==> src/rtl/fp_divider_if.sv <==
// fp_divider_if: start/busy/done handshake, operands, result and exception flags of the FP divider
interface fp_divider_if #(
    parameter int FLEN = 32
);
    logic            start;
    logic [2:0]      rounding_mode;
    logic [FLEN-1:0] operand_a;
    logic [FLEN-1:0] operand_b;
    logic            busy;
    logic            done;
    logic [FLEN-1:0] result;
    logic            flag_nv;
    logic            flag_dz;
    logic            flag_of;
    logic            flag_uf;
    logic            flag_nx;

    modport master (
        output start, rounding_mode, operand_a, operand_b,
        input  busy, done, result, flag_nv, flag_dz, flag_of, flag_uf, flag_nx
    );

    modport slave (
        input  start, rounding_mode, operand_a, operand_b,
        output busy, done, result, flag_nv, flag_dz, flag_of, flag_uf, flag_nx
    );
endinterface

==> src/rtl/fp_divider.sv <==
// fp_divider: multi-cycle IEEE 754 divider, radix-2 restoring mantissa division, RISC-V rounding and flags
module fp_divider #(
    parameter int FLEN = 32
) (
    input  logic        clk,
    input  logic        reset_n,
    fp_divider_if.slave io
);
    localparam int EXP  = (FLEN == 64) ? 11 : 8;
    localparam int MAN  = (FLEN == 64) ? 52 : 23;
    localparam int BIAS = (1 << (EXP - 1)) - 1;
    localparam int MW   = MAN + 1;
    localparam int Q    = MAN + 4;
    localparam int EW   = EXP + 2;
    localparam int CW   = $clog2(Q);
    localparam logic [EW-1:0]   BIAS_E = EW'(BIAS);
    localparam logic [EW-1:0]   MAX_E  = EW'((1 << EXP) - 1);
    localparam logic [FLEN-1:0] QNAN   = {1'b0, {(EXP + 1){1'b1}}, {(MAN - 1){1'b0}}};
    localparam logic [2:0]      RTZ    = 3'b001;
    localparam logic [2:0]      RDN    = 3'b010;
    localparam logic [2:0]      RUP    = 3'b011;
    localparam logic [2:0]      RMM    = 3'b100;

    typedef enum logic [2:0] {IDLE, UNPACK, DIVIDE, NORMALIZE, ROUND, DONE} state_t;

    state_t          state_q, state_d;
    logic [FLEN-1:0] a_q, a_d, b_q, b_d, res_q, res_d;
    logic [2:0]      rm_q, rm_d;
    logic [EW-1:0]   exp_q, exp_d;
    logic [MW:0]     rem_q, rem_d;
    logic [Q-1:0]    quo_q, quo_d;
    logic [CW-1:0]   cnt_q, cnt_d;
    logic [4:0]      flags_q, flags_d;

    // Operand classification; subnormals are read as zero
    logic [EXP-1:0]  ea, eb;
    logic [MAN-1:0]  fa, fb;
    logic            sign, a_nan, b_nan, a_inf, b_inf, a_zero, b_zero, special, spec_nv, spec_dz;
    logic [FLEN-1:0] inf_s, zero_s, max_s, spec_res;
    assign ea       = a_q[FLEN-2:MAN];
    assign eb       = b_q[FLEN-2:MAN];
    assign fa       = a_q[MAN-1:0];
    assign fb       = b_q[MAN-1:0];
    assign sign     = a_q[FLEN-1] ^ b_q[FLEN-1];
    assign a_nan    = (&ea) & (|fa);
    assign b_nan    = (&eb) & (|fb);
    assign a_inf    = (&ea) & ~(|fa);
    assign b_inf    = (&eb) & ~(|fb);
    assign a_zero   = ~(|ea);
    assign b_zero   = ~(|eb);
    assign special  = a_nan | b_nan | a_inf | b_inf | a_zero | b_zero;
    assign inf_s    = {sign, {EXP{1'b1}}, {MAN{1'b0}}};
    assign zero_s   = {sign, {(FLEN - 1){1'b0}}};
    assign max_s    = {sign, {(EXP - 1){1'b1}}, 1'b0, {MAN{1'b1}}};
    assign spec_res = (a_nan | b_nan | (a_zero & b_zero) | (a_inf & b_inf)) ? QNAN :
                      a_inf ? inf_s : (b_inf | a_zero) ? zero_s : inf_s;
    assign spec_nv  = (a_nan & ~fa[MAN-1]) | (b_nan & ~fb[MAN-1]) | (a_zero & b_zero) | (a_inf & b_inf);
    assign spec_dz  = b_zero & ~(a_zero | a_inf | a_nan);

    // Divide step: trial subtraction of the divisor mantissa
    logic [MW:0] mb_ext;
    logic        ge, rem_nz;
    assign mb_ext = {2'b01, fb};
    assign ge     = rem_q >= mb_ext;
    assign rem_nz = |rem_q;

    // Rounding of the normalized quotient: {mantissa, G, R, S}
    logic [MW-1:0]  mant;
    logic [MW:0]    sum;
    logic [EW-1:0]  exp_r;
    logic [MAN-1:0] frac;
    logic           g, r, s, grs, inc, carry, uf, of, ovf_max;
    assign mant    = quo_q[Q-1:3];
    assign g       = quo_q[2];
    assign r       = quo_q[1];
    assign s       = quo_q[0];
    assign grs     = g | r | s;
    assign inc     = (rm_q == RTZ) ? 1'b0 : (rm_q == RDN) ? sign & grs : (rm_q == RUP) ? ~sign & grs :
                     (rm_q == RMM) ? g : g & (r | s | mant[0]);
    assign sum     = {1'b0, mant} + {{MW{1'b0}}, inc};
    assign carry   = sum[MW];
    assign exp_r   = exp_q + EW'(carry);
    assign frac    = carry ? sum[MAN:1] : sum[MAN-1:0];
    assign uf      = exp_q[EW-1] | (exp_q == '0);
    assign of      = exp_r >= MAX_E;
    assign ovf_max = (rm_q == RTZ) | ((rm_q == RDN) & ~sign) | ((rm_q == RUP) & sign);

    // State and datapath registers
    always_ff @(posedge clk or negedge reset_n) begin
        if (!reset_n) begin
            state_q <= IDLE;
            a_q     <= '0;
            b_q     <= '0;
            rm_q    <= '0;
            exp_q   <= '0;
            rem_q   <= '0;
            quo_q   <= '0;
            cnt_q   <= '0;
            res_q   <= '0;
            flags_q <= '0;
        end else begin
            state_q <= state_d;
            a_q     <= a_d;
            b_q     <= b_d;
            rm_q    <= rm_d;
            exp_q   <= exp_d;
            rem_q   <= rem_d;
            quo_q   <= quo_d;
            cnt_q   <= cnt_d;
            res_q   <= res_d;
            flags_q <= flags_d;
        end
    end

    // Next-state: specials short-circuit UNPACK straight to DONE
    always_comb begin
        state_d = state_q;
        case (state_q)
            IDLE:      state_d = io.start ? UNPACK : IDLE;
            UNPACK:    state_d = special ? DONE : DIVIDE;
            DIVIDE:    state_d = (cnt_q == CW'(Q - 1)) ? NORMALIZE : DIVIDE;
            NORMALIZE: state_d = ROUND;
            ROUND:     state_d = DONE;
            default:   state_d = IDLE;
        endcase
    end

    // Datapath: latch, unpack, one quotient bit per cycle, normalize, round and pack
    always_comb begin
        a_d     = a_q;
        b_d     = b_q;
        rm_d    = rm_q;
        exp_d   = exp_q;
        rem_d   = rem_q;
        quo_d   = quo_q;
        cnt_d   = cnt_q;
        res_d   = res_q;
        flags_d = flags_q;
        case (state_q)
            IDLE: begin
                if (io.start) begin
                    a_d     = io.operand_a;
                    b_d     = io.operand_b;
                    rm_d    = io.rounding_mode;
                    flags_d = '0;
                end
            end
            UNPACK: begin
                exp_d = EW'(ea) - EW'(eb) + BIAS_E;
                rem_d = {2'b01, fa};
                quo_d = '0;
                cnt_d = '0;
                if (special) begin
                    res_d   = spec_res;
                    flags_d = {spec_nv, spec_dz, 3'b000};
                end
            end
            DIVIDE: begin
                rem_d = (ge ? rem_q - mb_ext : rem_q) << 1;
                quo_d = {quo_q[Q-2:0], ge};
                cnt_d = cnt_q + CW'(1);
            end
            NORMALIZE: begin
                quo_d = quo_q[Q-1] ? {quo_q[Q-1:1], quo_q[0] | rem_nz} : {quo_q[Q-2:0], rem_nz};
                exp_d = quo_q[Q-1] ? exp_q : exp_q - EW'(1);
            end
            ROUND: begin
                res_d   = uf ? zero_s : of ? (ovf_max ? max_s : inf_s) : {sign, exp_r[EXP-1:0], frac};
                flags_d = {2'b00, ~uf & of, uf, uf | of | grs};
            end
            default: ;
        endcase
    end

    // Outputs decoded from state and registered results
    always_comb begin
        io.busy    = (state_q != IDLE) && (state_q != DONE);
        io.done    = state_q == DONE;
        io.result  = res_q;
        io.flag_nv = flags_q[4];
        io.flag_dz = flags_q[3];
        io.flag_of = flags_q[2];
        io.flag_uf = flags_q[1];
        io.flag_nx = flags_q[0];
    end
endmodule

==> src/flat_wrapper.sv <==
// flat-port wrapper written by rule: the top's interface ports become plain ports
module fp_divider_flat 
#(
    parameter int FLEN = 32
)
  (clk, reset_n, io_start, io_rounding_mode, io_operand_a, io_operand_b, io_busy, io_done, io_result, io_flag_nv, io_flag_dz, io_flag_of, io_flag_uf, io_flag_nx);
  fp_divider_if #(.FLEN(FLEN)) io_i ();
  input  logic clk;
  input  logic reset_n;
  input wire logic [$bits(io_i.start)-1:0] io_start;
  input wire logic [$bits(io_i.rounding_mode)-1:0] io_rounding_mode;
  input wire logic [$bits(io_i.operand_a)-1:0] io_operand_a;
  input wire logic [$bits(io_i.operand_b)-1:0] io_operand_b;
  output wire logic [$bits(io_i.busy)-1:0] io_busy;
  output wire logic [$bits(io_i.done)-1:0] io_done;
  output wire logic [$bits(io_i.result)-1:0] io_result;
  output wire logic [$bits(io_i.flag_nv)-1:0] io_flag_nv;
  output wire logic [$bits(io_i.flag_dz)-1:0] io_flag_dz;
  output wire logic [$bits(io_i.flag_of)-1:0] io_flag_of;
  output wire logic [$bits(io_i.flag_uf)-1:0] io_flag_uf;
  output wire logic [$bits(io_i.flag_nx)-1:0] io_flag_nx;
  assign io_i.start = io_start;
  assign io_i.rounding_mode = io_rounding_mode;
  assign io_i.operand_a = io_operand_a;
  assign io_i.operand_b = io_operand_b;
  assign io_busy = io_i.busy;
  assign io_done = io_i.done;
  assign io_result = io_i.result;
  assign io_flag_nv = io_i.flag_nv;
  assign io_flag_dz = io_i.flag_dz;
  assign io_flag_of = io_i.flag_of;
  assign io_flag_uf = io_i.flag_uf;
  assign io_flag_nx = io_i.flag_nx;
  fp_divider #(.FLEN(FLEN)) u_core (.clk(clk), .reset_n(reset_n), .io(io_i));
endmodule
==> config.mk <==
export PLATFORM = sky130hd
export DESIGN_NAME = fp_divider_flat
export DESIGN_NICKNAME = d
export VERILOG_FILES = /design/src/rtl/fp_divider_if.sv /design/src/rtl/fp_divider.sv /design/src/flat_wrapper.sv
export SDC_FILE = /design/constraint.sdc
export NUM_CORES = 1
export LEC_CHECK = 0
export BUFFER_PORTS_ARGS = -buffer_cell sky130_fd_sc_hd__buf_2
export CORE_MARGIN = 2
export CORE_UTILIZATION = 45
export DETAILED_ROUTE_END_ITERATION = 6
export PLACE_DENSITY = 0.66
export SETUP_SLACK_MARGIN = 0.4
export SLEW_MARGIN = 25
export SYNTH_ARGS = -nofsm -noshare
export SYNTH_HDL_FRONTEND = slang
export SYNTH_SLANG_ARGS = --single-unit
==> constraint.sdc <==
create_clock -name clk -period 4.4 [get_ports clk]
set_clock_uncertainty 0.05 [all_clocks]
set_input_delay 1.32 -clock clk [delete_from_list [all_inputs] [get_ports clk]]
set_output_delay 1.32 -clock clk [all_outputs]
set_load 0.005 [all_outputs]
==> metrics.md <==
| Metric | Value |
|---|---|
| Outcome | complete, no violations |
| Fmax | 0.249 GHz |
| HP Class | register to register |
| First-pass GRT wire length | 43200 µm |
| Relative slew slack | 0.342 |
| Final Power | between 10 and 15 mW |
| Initial core utilization | 0.455 |
| Leak pwr | approximately 5.4 nW |
| WL/cell | around 18 µm |
| Final Hold Viols | 0 |
| Period utilization | 0.912 |
| Setup TNS | 0 ns |
| Final Slew Violations | 0 |
| Compound-Gate Fraction of Synth Area | 0.184 |
| Die height | approximately 150 µm |
| Drt initial violations | around 640 |
| CTS tree | built |
| HPWL Detailed | around 19000 µm |
| Avg Inst Size Synth | 9.23 µm² |
| Post-synthesis simple-gate area fraction | 0.182 |
| Clock root cell | clkbuf_16 |
| Num CTS Buffers | 17 |
| Max Cap Viol | 0 |
| Layout overhead on the synthesized area | 17.2% |
| Mux contribution to synthesized area | 0.0566 |
| Synth Area in Adders | 0.0517 |
| Routability cong. | around 0.87 |
| Cells after Synth | 1106 |
| Vias | between 8000 and 9000 |
| Final nets | 1322 |
| Clk Latency, worst-skew pair | 0.44 ns |
| Fin crit period | approximately 4 ns |
| Width of the die | between 150 and 200 µm |
| Worst Tran Pin Value | 0.985 ns |
| Arrival time worst endpoint | approximately 4.3 ns |
| Io pins | ~110 |
| CTS H-tree lvls | 4 |
| Die area | 23900 µm² |
| Crit path launch type | register |
| Clock slew at reported path FFs | approximately 0.070 ns |
| Critical-path maximum fanout | 5 |
| PwrDens | a little under 900 nW/µm² |
| Final setup viols | 0 |
| Layout cell share with drive strength beyond 1 | 0.217 |
| Max Root-Sink Buffers | 2 |
| Post-synth cell types | 80 |
| Post-synth EDFFs | 0 |
| XOR/XNOR Fraction of Synth Area | 0.0515 |
| Synth Flop Type | dfrtp_1 |
| FFs w/ async S/R, synth | 1.00 |
| ANT nets after route | 0 |
| Number of global-route vias before repair | between 8000 and 9000 |
| Core ar. | 22400 µm² |
| Row count | 55 |
| Drt total wl | between 20000 and 30000 µm |
| Port-buffer cells | between 100 and 150 |
| RSZ-0062 raised after global routing | true |
| Worst VDD drop | 0.378 mV |
| Crit path capture type | register |
| Tot GR Track Use | 0.225 |
| Mapped Area | a little over 10000 µm² |
| Largest net degree at the start of global routing | 74 |
| Syn Nets | about 1200 |
| Grt ovf | 0 |
| DRC Markers | 0 |
| Req. time, crit path | 4.68 ns |
| Seq cells post-synth | about 170 |
| YS warnings | 0 |
| Post-DR vias/cell | between 5 and 6 |
| Kind of critical path | register to register |
| Sequential area share after synthesis | 0.426 |
| Initial antenna violation count | 4 |
| Clk sinks | approximately 170 |
| First-pass DRT Iterations | 5 |
| Main combinational cell family by area after synthesis | compound AO/OA/AOI/OAI gates |
==> where the power goes <==
| part | switching [mW] | leakage (nW) | total [mW] | internal [mW] |
|---|---|---|---|---|
| registers | 0.742 | 2.17 | 3.04 | 2.30 |
| logic | 3.40 | 2.97 | 5.98 | 2.58 |
| clock network | 0.686 | 0.303 | 1.66 | 0.979 |
| total | 4.83 | 5.44 | 10.7 | 5.86 |
==> routing by layer <==
| layer | part of all wire | track usage | vias up |
|---|---|---|---|
| met4 | 0.016 | 0.0622 | 2 |
| met5 | 0.00041 | 0 | - |
| met3 | 0.047 | 0.0384 | 32 |
| met1 | 0.46 | 0.307 | 4211 |
| li1 | - | - | 4187 |
| met2 | 0.47 | 0.371 | 220 |
==> repair_timing <==
item / 4_1_cts / 5_1_grt
endpoints found under the hold margin: 0 / 0
setup endpoints to repair: 31 / 32
buffers inserted: 9 / 5
hold buffers: 0 / 0
gates resized for setup: 16 / 22
pin swaps: 9 / 21
gates cloned: 4 / 2
==> worst max-delay path, cell delays in order, from the launching register on <==
cell and delay [ns]:
dfrtp_1 0.41, xnor2_2 0.21, xnor2_1 0.14, a31oi_1 0.10
nor2_1 0.11, ha_2 0.21, ha_4 0.15, nand3_4 0.07
nor3_4 0.18, nand3_2 0.11, or2_4 0.28, inv_4 0.07
ha_4 0.14, ha_4 0.14, nand2_4 0.06, nor3_4 0.22
buf_4 0.14, buf_6 0.08, nand4_1 0.14, o21ai_4 0.11
o31a_1 0.23, buf_6 0.14, o21a_4 0.18, a21oi_2 0.08
a21o_1 0.16
==> area by class of cell <==
type | count | area (µm²)
multi-input combinational | 827 | 5590
clock buffer | 19 | 443
antenna | 3 | 7.51
clock inverter | 13 | 198
inverter | 52 | 198
sequential | 174 | 4360
timing repair buffer | 139 | 823
fill | 2049 | 10500
tap | 285 | 357
==> cells by family after synthesis <==
family                     Yosys count
xor gates and xnor gates            60
AOI/OAI and AO/OA                  291
and+or+nand+nor                    378
adders and majority gates           41
buffers and inverters              109
DFF                                174
muxes                               53
==> layout by cell type, fill, tap and decap left out, types with 7 or more instances in the layout <==
| cell type | n |
|---|---|
| mux2_2 | 37 |
| a21o_1 | 14 |
| nor2_1 | 63 |
| o21ai_0 | 82 |
| a31oi_1 | 13 |
| o21ai_1 | 11 |
| a22o_1 | 31 |
| inv_1 | 51 |
| nand2b_1 | 9 |
| buf_2 | 109 |
| buf_4 | 23 |
| a21oi_2 | 10 |
| nand3_1 | 33 |
| nand4_1 | 19 |
| mux2i_1 | 15 |
| a21oi_1 | 65 |
| ha_1 | 35 |
| nand2_1 | 150 |
| dfrtp_1 | 173 |
| xnor2_1 | 34 |
| and3_1 | 24 |
| xor2_1 | 25 |
| nor3_1 | 16 |
| nor4_1 | 17 |
| o211ai_1 | 7 |
| clkbuf_16 | 17 |
==> registers in the layout, indices dropped and copies added, names as in the netlist <==
| register | flops |
|---|---|
| u_core.rm_q | 3 |
| u_core.quo_q | 27 |
| u_core.exp_q | 10 |
| u_core.b_q | 32 |
| u_core.a_q | 32 |
| u_core.cnt_q | 5 |
| u_core.flags_q | 5 |
| u_core.state_q | 3 |
| u_core.io.result | 32 |
| u_core.rem_q | 25 |
==> metrics by stage <==
step                      area, µm²  utilization  cells  hold WS (ns)  worst slack [ns]
final                         12000        0.534   1512         0.426             0.387
after global routing          12000        0.533   1510         0.457             0.168
after CTS                     11800        0.528   1502         0.430             0.407
after detailed placement      11000        0.492   1457         0.414           -0.0242
after global placement        11000        0.492   1457         0.406             0.139
after floorplan               10300            -   1106         0.407             0.428
==> worst paths after layout <==
path	start	end	slack, ns	cells after the start
setup / recovery	u_core.a_q[31]	u_core.io.result[20]	0.39	24
setup reg to reg	u_core.a_q[31]	u_core.io.result[20]	0.39	24
hold / removal	u_core.io.result[14]	u_core.io.result[14]	0.43	1
max in group asynchronous	reset_n	u_core.b_q[14]	2.56	2
hold reg to reg	u_core.io.result[14]	u_core.io.result[14]	0.43	1
min in group asynchronous	reset_n	u_core.io.result[2]	0.84	1
==> synthesized netlist by cell type, types with 4 or more instances <==
| cell type | number | share of area |
|---|---|---|
| and3_1 | 24 | 0.015 |
| a22o_1 | 31 | 0.027 |
| o21ai_0 | 91 | 0.045 |
| nand2b_1 | 10 | 0.0061 |
| a31oi_1 | 13 | 0.0080 |
| mux2i_1 | 15 | 0.015 |
| nand4_1 | 19 | 0.012 |
| o31ai_1 | 4 | 0.0029 |
| o21a_1 | 7 | 0.0051 |
| inv_1 | 52 | 0.019 |
| ha_1 | 39 | 0.048 |
| or4_1 | 4 | 0.0029 |
| mux2_2 | 37 | 0.041 |
| a21oi_2 | 4 | 0.0034 |
| buf_6 | 7 | 0.0077 |
| o31ai_2 | 4 | 0.0049 |
| xor2_1 | 25 | 0.021 |
| nand2_1 | 151 | 0.055 |
| nor4_1 | 17 | 0.010 |
| buf_2 | 10 | 0.0049 |
| nor2b_1 | 6 | 0.0037 |
| nor2_1 | 66 | 0.024 |
| a211oi_1 | 5 | 0.0037 |
| a21oi_1 | 71 | 0.035 |
| o21ai_1 | 4 | 0.0020 |
| a21o_1 | 14 | 0.010 |
| nor3_1 | 16 | 0.0078 |
| xnor2_1 | 35 | 0.030 |
| o211ai_1 | 7 | 0.0051 |
| clkbuf_1 | 35 | 0.013 |
| dfrtp_1 | 174 | 0.43 |
| nand3_1 | 34 | 0.017 |
| buf_1 | 4 | 0.0015 |
(Power assumes the default switching activity.)
